==> src/rtl/wide_add_sequencer.sv <==
`default_nettype none
// ============================================================================
// Module      : wide_add_sequencer
// Description : Multi-cycle wide add/subtract sequencer. Splits two
//               WORD_W*NUM_WORDS operands into WORD_W limbs and feeds them
//               LSB-first to an external combinational WORD_W-bit adder, one
//               limb per cycle. The carry is chained between limbs in a
//               register and the wide sum is reassembled limb by limb.
//               Subtract mode computes A + ~B + 1 (cout = 1 means no borrow).
// Ports       : clk, rst            clock, synchronous active-high reset
//               start, sub, cin     request, mode select, add-mode carry-in
//               a_in, b_in          wide operands, sampled on accept
//               busy, done          state != IDLE, one-cycle result pulse
//               sum_out, cout       wide result and final carry
//               add_a/add_b/add_cin drive the external adder inputs
//               add_s/add_cout      captured from the external adder outputs
// Revision    : 1.0  initial release
// ============================================================================
module wide_add_sequencer #(
    parameter int WORD_W    = 64,
    parameter int NUM_WORDS = 4,
    parameter int IDX_W     = 2
) (
    input  logic                        clk,
    input  logic                        rst,
    input  logic                        start,
    input  logic                        sub,
    input  logic                        cin,
    input  logic [WORD_W*NUM_WORDS-1:0] a_in,
    input  logic [WORD_W*NUM_WORDS-1:0] b_in,
    output logic                        busy,
    output logic                        done,
    output logic [WORD_W*NUM_WORDS-1:0] sum_out,
    output logic                        cout,
    output logic [WORD_W-1:0]           add_a,
    output logic [WORD_W-1:0]           add_b,
    output logic                        add_cin,
    input  logic [WORD_W-1:0]           add_s,
    input  logic                        add_cout
);

    localparam int               c_TOT_W    = WORD_W * NUM_WORDS;
    localparam logic [1:0]       c_ST_IDLE  = 2'd0;
    localparam logic [1:0]       c_ST_RUN   = 2'd1;
    localparam logic [1:0]       c_ST_DONE  = 2'd2;
    localparam logic [IDX_W-1:0] c_LAST_IDX = IDX_W'(NUM_WORDS - 1);

    logic [1:0]         r_state, w_state_nxt;
    logic [IDX_W-1:0]   r_idx,   w_idx_nxt;
    logic               r_carry, w_carry_nxt;
    logic [c_TOT_W-1:0] r_a,     w_a_nxt;
    logic [c_TOT_W-1:0] r_b,     w_b_nxt;
    logic [c_TOT_W-1:0] r_sum,   w_sum_nxt;
    logic               r_cout,  w_cout_nxt;

    // State register
    always_ff @(posedge clk) begin
        if (rst) begin
            r_state <= c_ST_IDLE;
            r_idx   <= '0;
            r_carry <= 1'b0;
            r_a     <= '0;
            r_b     <= '0;
            r_sum   <= '0;
            r_cout  <= 1'b0;
        end else begin
            r_state <= w_state_nxt;
            r_idx   <= w_idx_nxt;
            r_carry <= w_carry_nxt;
            r_a     <= w_a_nxt;
            r_b     <= w_b_nxt;
            r_sum   <= w_sum_nxt;
            r_cout  <= w_cout_nxt;
        end
    end

    // Next-state logic
    always_comb begin
        w_state_nxt = r_state;
        w_idx_nxt   = r_idx;
        w_carry_nxt = r_carry;
        w_a_nxt     = r_a;
        w_b_nxt     = r_b;
        w_sum_nxt   = r_sum;
        w_cout_nxt  = r_cout;
        case (r_state)
            c_ST_IDLE: begin
                if (start) begin
                    // Subtraction is A + ~B + 1: invert B once here and seed
                    // the carry chain with 1.
                    w_a_nxt     = a_in;
                    w_b_nxt     = sub ? ~b_in : b_in;
                    w_carry_nxt = sub ? 1'b1 : cin;
                    w_idx_nxt   = '0;
                    w_sum_nxt   = '0;
                    w_state_nxt = c_ST_RUN;
                end
            end
            c_ST_RUN: begin
                for (int i = 0; i < NUM_WORDS; i++) begin
                    if (r_idx == IDX_W'(i)) begin
                        w_sum_nxt[i*WORD_W +: WORD_W] = add_s;
                    end
                end
                w_carry_nxt = add_cout;
                w_idx_nxt   = r_idx + 1'b1;
                if (r_idx == c_LAST_IDX) begin
                    w_cout_nxt  = add_cout;
                    w_idx_nxt   = '0;
                    w_state_nxt = c_ST_DONE;
                end
            end
            c_ST_DONE: begin
                w_state_nxt = c_ST_IDLE;
            end
            default: begin
                w_state_nxt = c_ST_IDLE;
            end
        endcase
    end

    // Adder drive: current limb during RUN, zero otherwise.
    always_comb begin
        add_a   = '0;
        add_b   = '0;
        add_cin = 1'b0;
        if (r_state == c_ST_RUN) begin
            add_cin = r_carry;
            for (int i = 0; i < NUM_WORDS; i++) begin
                if (r_idx == IDX_W'(i)) begin
                    add_a = r_a[i*WORD_W +: WORD_W];
                    add_b = r_b[i*WORD_W +: WORD_W];
                end
            end
        end
    end

    assign busy    = (r_state != c_ST_IDLE);
    assign done    = (r_state == c_ST_DONE);
    assign sum_out = r_sum;
    assign cout    = r_cout;

endmodule
`default_nettype wire

==> config.mk <==
export PLATFORM = sky130hd
export DESIGN_NAME = wide_add_sequencer
export DESIGN_NICKNAME = d
export VERILOG_FILES = /design/src/rtl/wide_add_sequencer.sv
export SDC_FILE = /design/constraint.sdc
export NUM_CORES = 2
export LEC_CHECK = 0
export CAP_MARGIN = 20
export CORE_AREA = 5 5 369 371
export CTS_CLUSTER_DIAMETER = 50
export DETAILED_ROUTE_END_ITERATION = 12
export DIE_AREA = 0 0 374 376
export HOLD_SLACK_MARGIN = 0.15
export PLACE_DENSITY_LB_ADDON = 0.3
export SLEW_MARGIN = 25
export SYNTH_ARGS = -nofsm -noshare
export SYNTH_HDL_FRONTEND = slang
export SYNTH_SLANG_ARGS = --single-unit
==> constraint.sdc <==
create_clock -name clk -period 2.15 [get_ports clk]
set_clock_uncertainty 0.05 [all_clocks]
set_input_delay 0.5375 -clock clk [delete_from_list [all_inputs] [get_ports clk]]
set_output_delay 0.5375 -clock clk [all_outputs]
set_load 0.005 [all_outputs]
==> Implementation_results.wiki <==
{| class="wikitable"
! Metric !! Value
|-
| Fraction of layout cells with a size suffix above 1 || 19.5%
|-
| Startpoint of the most critical register-to-register path || r_idx[0]$_SDFFE_PP0P_
|-
| Setup crit end kind || primary output
|-
| Worst setup margin || -1.01 ns
|-
| Maximum ir drop on the vdd rail || roughly 600 uV
|-
| Starting density of the core || 25.7%
|-
| Top cells by area in the synthesized netlist || sky130_fd_sc_hd__dfxtp_1 46%, sky130_fd_sc_hd__nand2_1 7.8%, sky130_fd_sc_hd__mux2i_1 7.6%
|-
| Worst-path maximum fanout || 6
|-
| CP max-delay cell || sky130_fd_sc_hd__dfxtp_4
|-
| Filler cells || about 13000
|-
| WHS || 0.288 ns
|-
| Area of the die || 141000 um2
|-
| TritonCTS Sinks || slightly below 800
|-
| Cell count of the worst reg-to-reg path || 12
|-
| Area taken by flip-flops and latches || around 16000 um2
|-
| Via count normalized by instance count || 4.68
|-
| H-tree depth || 3
|-
| Worst Path Required || 1.56 ns
|-
| Setup Crit Path Kind || reg2out
|-
| Total vias in the final route || ~33000
|-
| Worst setup path endpoint || add_b[34]
|-
| Data arrival time of the critical path || around 2.6 ns
|-
| Critical R2R Capture || sum_out[36]$_SDFFE_PP0P_
|-
| Initial antenna violation count || 31
|-
| Pwr Total || between 40 and 50 mW
|-
| Cell area after technology mapping || between 30000 and 40000 um2
|-
| Delay of the slowest critical-path stage || 0.37 ns
|-
| Finish-stage setup viols || around 190
|-
| Total Routing Usage GR || roughly a fifth
|-
| Synth Area per Inst || roughly 8.7 um2
|-
| Via count of the first global-routing pass || 31800
|-
| Sequential element share of the synthesized area || 45.5%
|-
| Proportion of synthesized area in mux cells || under 10%
|-
| Worst slew margin relative to its limit || about 57%
|-
| Synthesis-stage register bit count || 774
|-
| DP Wirelength || between 100 and 150 mm
|-
| Multi-input gate area in the final layout || 17800 um2
|-
| Core Util, Final || 41.6%
|-
| Total number of yosys warnings || 0
|-
| Startpoint type of the worst setup path || flip-flop
|-
| Violations in the final reports || setup timing
|-
| Post-route fraction of the period consumed by the critical path || 147%
|-
| Post-route DRC violation count || 0
|-
| Floorplan core area || between 100000 and 150000 um2
|-
| Dominant combinational cell family by area after synthesis || simple AND/OR/NAND/NOR gates
|-
| RD Place Congestion || roughly 0.89
|-
| Synth Area in Adders || less than 1%
|-
| Transition time at the pin with the least slew margin || 0.639 ns
|-
| Net count after synthesis || about 4500
|-
| Clock root buffer || sky130_fd_sc_hd__clkbuf_16
|-
| Overflow left after global routing || 0
|-
| Number of distinct library cells after synthesis || 29
|-
| Number of nets still failing antenna checks after routing || 0
|-
| Register-to-register path setup slack || -0.13 ns
|-
| Drt wl/cell || roughly 23 um
|-
| Pins over their slew limit || 0
|-
| Height of the chip || around 380 um
|-
| Fmax || between 300 and 400 MHz
|-
| First drt pass iteration count || 7
|-
| Critical Path Source || r_idx[1]$_SDFFE_PP0P_
|-
| Run status || finished, violations left
|-
| XOR/XNOR share of the synthesized area || under 10%
|-
| Final hold violations || 0
|-
| Dominant cell type by area after synthesis || sky130_fd_sc_hd__dfxtp_1
|-
| Clock Path Buffers || 3
|-
| Number of instances in the synthesized netlist || 3929
|-
| Wire length of the first global-routing pass || about 220 mm
|-
| PwrDens || roughly 760 nW/um2
|-
| Synth Area in Simple Gates || between 15 and 20%
|-
| Count of port buffers added during placement || 969
|-
| Cts bufs inserted || about 110
|-
| Clock tree from TritonCTS || yes
|-
| Growth of design area from synthesis to finish || 61.9%
|-
| Wire length after detailed routing || 159 mm
|-
| # IOs || 970
|-
| Row Count || between 100 and 150
|-
| Hold WC Path Type || in2reg
|-
| Net count, final || 5677
|-
| Chip width || ~370 um
|-
| Max-capacitance violation count || 0
|-
| Reg clk slew, reported paths || about 0.060 ns
|-
| Lkg Pwr || roughly 25 nW
|-
| Minimum clock period after layout || around 3.2 ns
|-
| Count of routing violations after the opening detailed-route iteration || between 2000 and 2500
|-
| Post-synthesis compound-gate area fraction || 17.1%
|-
| Area share of the leading cell type in the synthesized netlist || around 46%
|-
| Maximum number of pins on one net before global-route repair || roughly 110
|-
| Chain of cells forming the critical path || buf_6 -> ha_4 -> buf_12 -> clkbuf_16 -> buf_12 -> buf_6 -> a21oi_2 -> o21ai_1 -> a32o_2 -> buf_2
|-
| Unrepaired setup endpoints after global routing || true
|-
| Worst skew pair latency || between 0.7 and 0.8 ns
|}
[cell usage in the layout (no fill, tap or decap), types with 13 or more instances in the layout]
master,n
sky130_fd_sc_hd__xnor2_1,256
sky130_fd_sc_hd__clkbuf_2,36
sky130_fd_sc_hd__buf_4,196
sky130_fd_sc_hd__buf_8,32
sky130_fd_sc_hd__clkbuf_16,122
sky130_fd_sc_hd__nand2_1,694
sky130_fd_sc_hd__a21oi_1,296
sky130_fd_sc_hd__clkbuf_1,14
sky130_fd_sc_hd__o21ai_1,90
sky130_fd_sc_hd__o21ai_2,26
sky130_fd_sc_hd__clkdlybuf4s50_1,579
sky130_fd_sc_hd__dfxtp_1,743
sky130_fd_sc_hd__a211oi_1,256
sky130_fd_sc_hd__inv_6,13
sky130_fd_sc_hd__buf_12,113
sky130_fd_sc_hd__buf_2,64
sky130_fd_sc_hd__a21oi_2,74
sky130_fd_sc_hd__clkbuf_8,14
sky130_fd_sc_hd__a21oi_4,18
sky130_fd_sc_hd__buf_16,19
sky130_fd_sc_hd__mux2i_1,258
sky130_fd_sc_hd__nor2_1,262
sky130_fd_sc_hd__dlymetal6s2s_1,259
sky130_fd_sc_hd__nand2b_1,367
sky130_fd_sc_hd__diode_2,21
sky130_fd_sc_hd__buf_6,100
sky130_fd_sc_hd__a32o_1,72
sky130_fd_sc_hd__dfxtp_2,27
sky130_fd_sc_hd__nand2b_4,18
sky130_fd_sc_hd__a32o_2,56
[cells in the mapped netlist]
cell and number:
sky130_fd_sc_hd__nor3b_1 2, sky130_fd_sc_hd__or3b_1 1, sky130_fd_sc_hd__a32o_1 128, sky130_fd_sc_hd__nor3b_2 1, sky130_fd_sc_hd__a211oi_1 256, sky130_fd_sc_hd__o21ai_0 128, sky130_fd_sc_hd__o31ai_1 1, sky130_fd_sc_hd__buf_4 29
sky130_fd_sc_hd__buf_2 160, sky130_fd_sc_hd__clkbuf_1 158, sky130_fd_sc_hd__and3b_1 1, sky130_fd_sc_hd__o21bai_1 1, sky130_fd_sc_hd__a22oi_1 1, sky130_fd_sc_hd__xnor2_1 256, sky130_fd_sc_hd__or2_2 1, sky130_fd_sc_hd__dfxtp_1 774
sky130_fd_sc_hd__nor2_1 262, sky130_fd_sc_hd__a21oi_1 388, sky130_fd_sc_hd__nor2b_1 3, sky130_fd_sc_hd__a2bb2oi_1 1, sky130_fd_sc_hd__buf_1 12, sky130_fd_sc_hd__nand2_1 708, sky130_fd_sc_hd__nand2b_1 385, sky130_fd_sc_hd__inv_1 2
sky130_fd_sc_hd__or4b_1 1, sky130_fd_sc_hd__buf_6 6, sky130_fd_sc_hd__and2_1 1, sky130_fd_sc_hd__mux2i_1 258, sky130_fd_sc_hd__ha_1 4
[kinds of logic after synthesis]
group / count (synthesis)
AND/OR/NAND/NOR: 1366
AO/OA/AOI/OAI: 904
flip-flops: 774
buffers and inverters: 367
multiplexers: 258
XOR/XNOR: 256
adder cells (fa/ha/maj): 4
[cell type report]
type / instances / area share (%)
repair buffers: 1419 / 28.7
multi-input cells: 2788 / 32.2
clock buffers: 134 / 5.26
inverters: 2 / 0.0227
clock inverters: 60 / 1.47
well taps: 1768 / 4.01
flip-flops and latches: 774 / 28.2
diodes: 21 / 0.0953
[layer usage]
layer  global-route usage (%)  share of wire (%)
met2                     33.2                 47
met1                     25.5                 42
met5                        0              0.034
met4                     10.3                4.6
met3                     4.81                6.6
[state kept, by name, summed over array words and instances, names as in the netlist]
register,count
r_idx,2
r_a,256
r_state,2
r_carry,1
sum_out,256
cout,1
r_b,256
[report_power, final]
| part | internal, mW | switching [mW] | leakage, nW |
|---|---|---|---|
| Clock | 11.1 | 7.45 | 1.79 |
| Sequential | 15.3 | 0.624 | 6.37 |
| Combinational | 3.85 | 3.54 | 17.1 |
| Total | 30.2 | 11.6 | 25.3 |
[critical path: cells and delay by family, from the launching register on]
kind | cells | cell delay, ns
adders and majority gates | 1 | 0.20
DFF | 1 | 0.37
AOI/OAI and AO/OA | 3 | 0.44
buffers and inverters | 6 | 0.83
[stage by stage]
| step | setup TNS (ns) | cells | instance area, um2 | setup slack, ns |
|---|---|---|---|---|
| 2_1_floorplan | 0 | 3929 | 34100 | 0.0316 |
| 3_5_place_dp | -163.73 | 6585 | 47400 | -0.745 |
| 3_3_place_gp | -137.31 | 6585 | 47400 | -0.753 |
| 4_1_cts | -158.00 | 6860 | 52700 | -1.17 |
| 5_1_grt | -145.18 | 6964 | 55100 | -1.10 |
| 6_report | -122.58 | 6966 | 55100 | -1.01 |
[what timing repair did]
item | CTS | global route
resized for setup | 664 | 679
setup buffers | 64 | 78
hold buffers | 0 | 0
endpoints found under the setup margin | 405 | 389
hold endpoints to repair | 0 | 0
pin swaps | 50 | 88
cloned | 20 | 18
[worst min path at each step]
stage | cells past startpoint | start | end | slack [ns]
3_5_place_dp | 2 | r_a[158]$_SDFFE_PP0P_ | r_a[158]$_SDFFE_PP0P_ | 0.39
6_report | 3 | rst | r_b[69]$_SDFFE_PP0P_ | 0.29
4_1_cts | 3 | rst | r_b[69]$_SDFFE_PP0P_ | 0.20
5_1_grt | 3 | rst | r_b[18]$_SDFFE_PP0P_ | 0.26
2_1_floorplan | 2 | r_a[128]$_SDFFE_PP0P_ | r_a[128]$_SDFFE_PP0P_ | 0.38
3_3_place_gp | 2 | r_a[188]$_SDFFE_PP0P_ | r_a[188]$_SDFFE_PP0P_ | 0.39
Power figures use the tool's default switching activity.
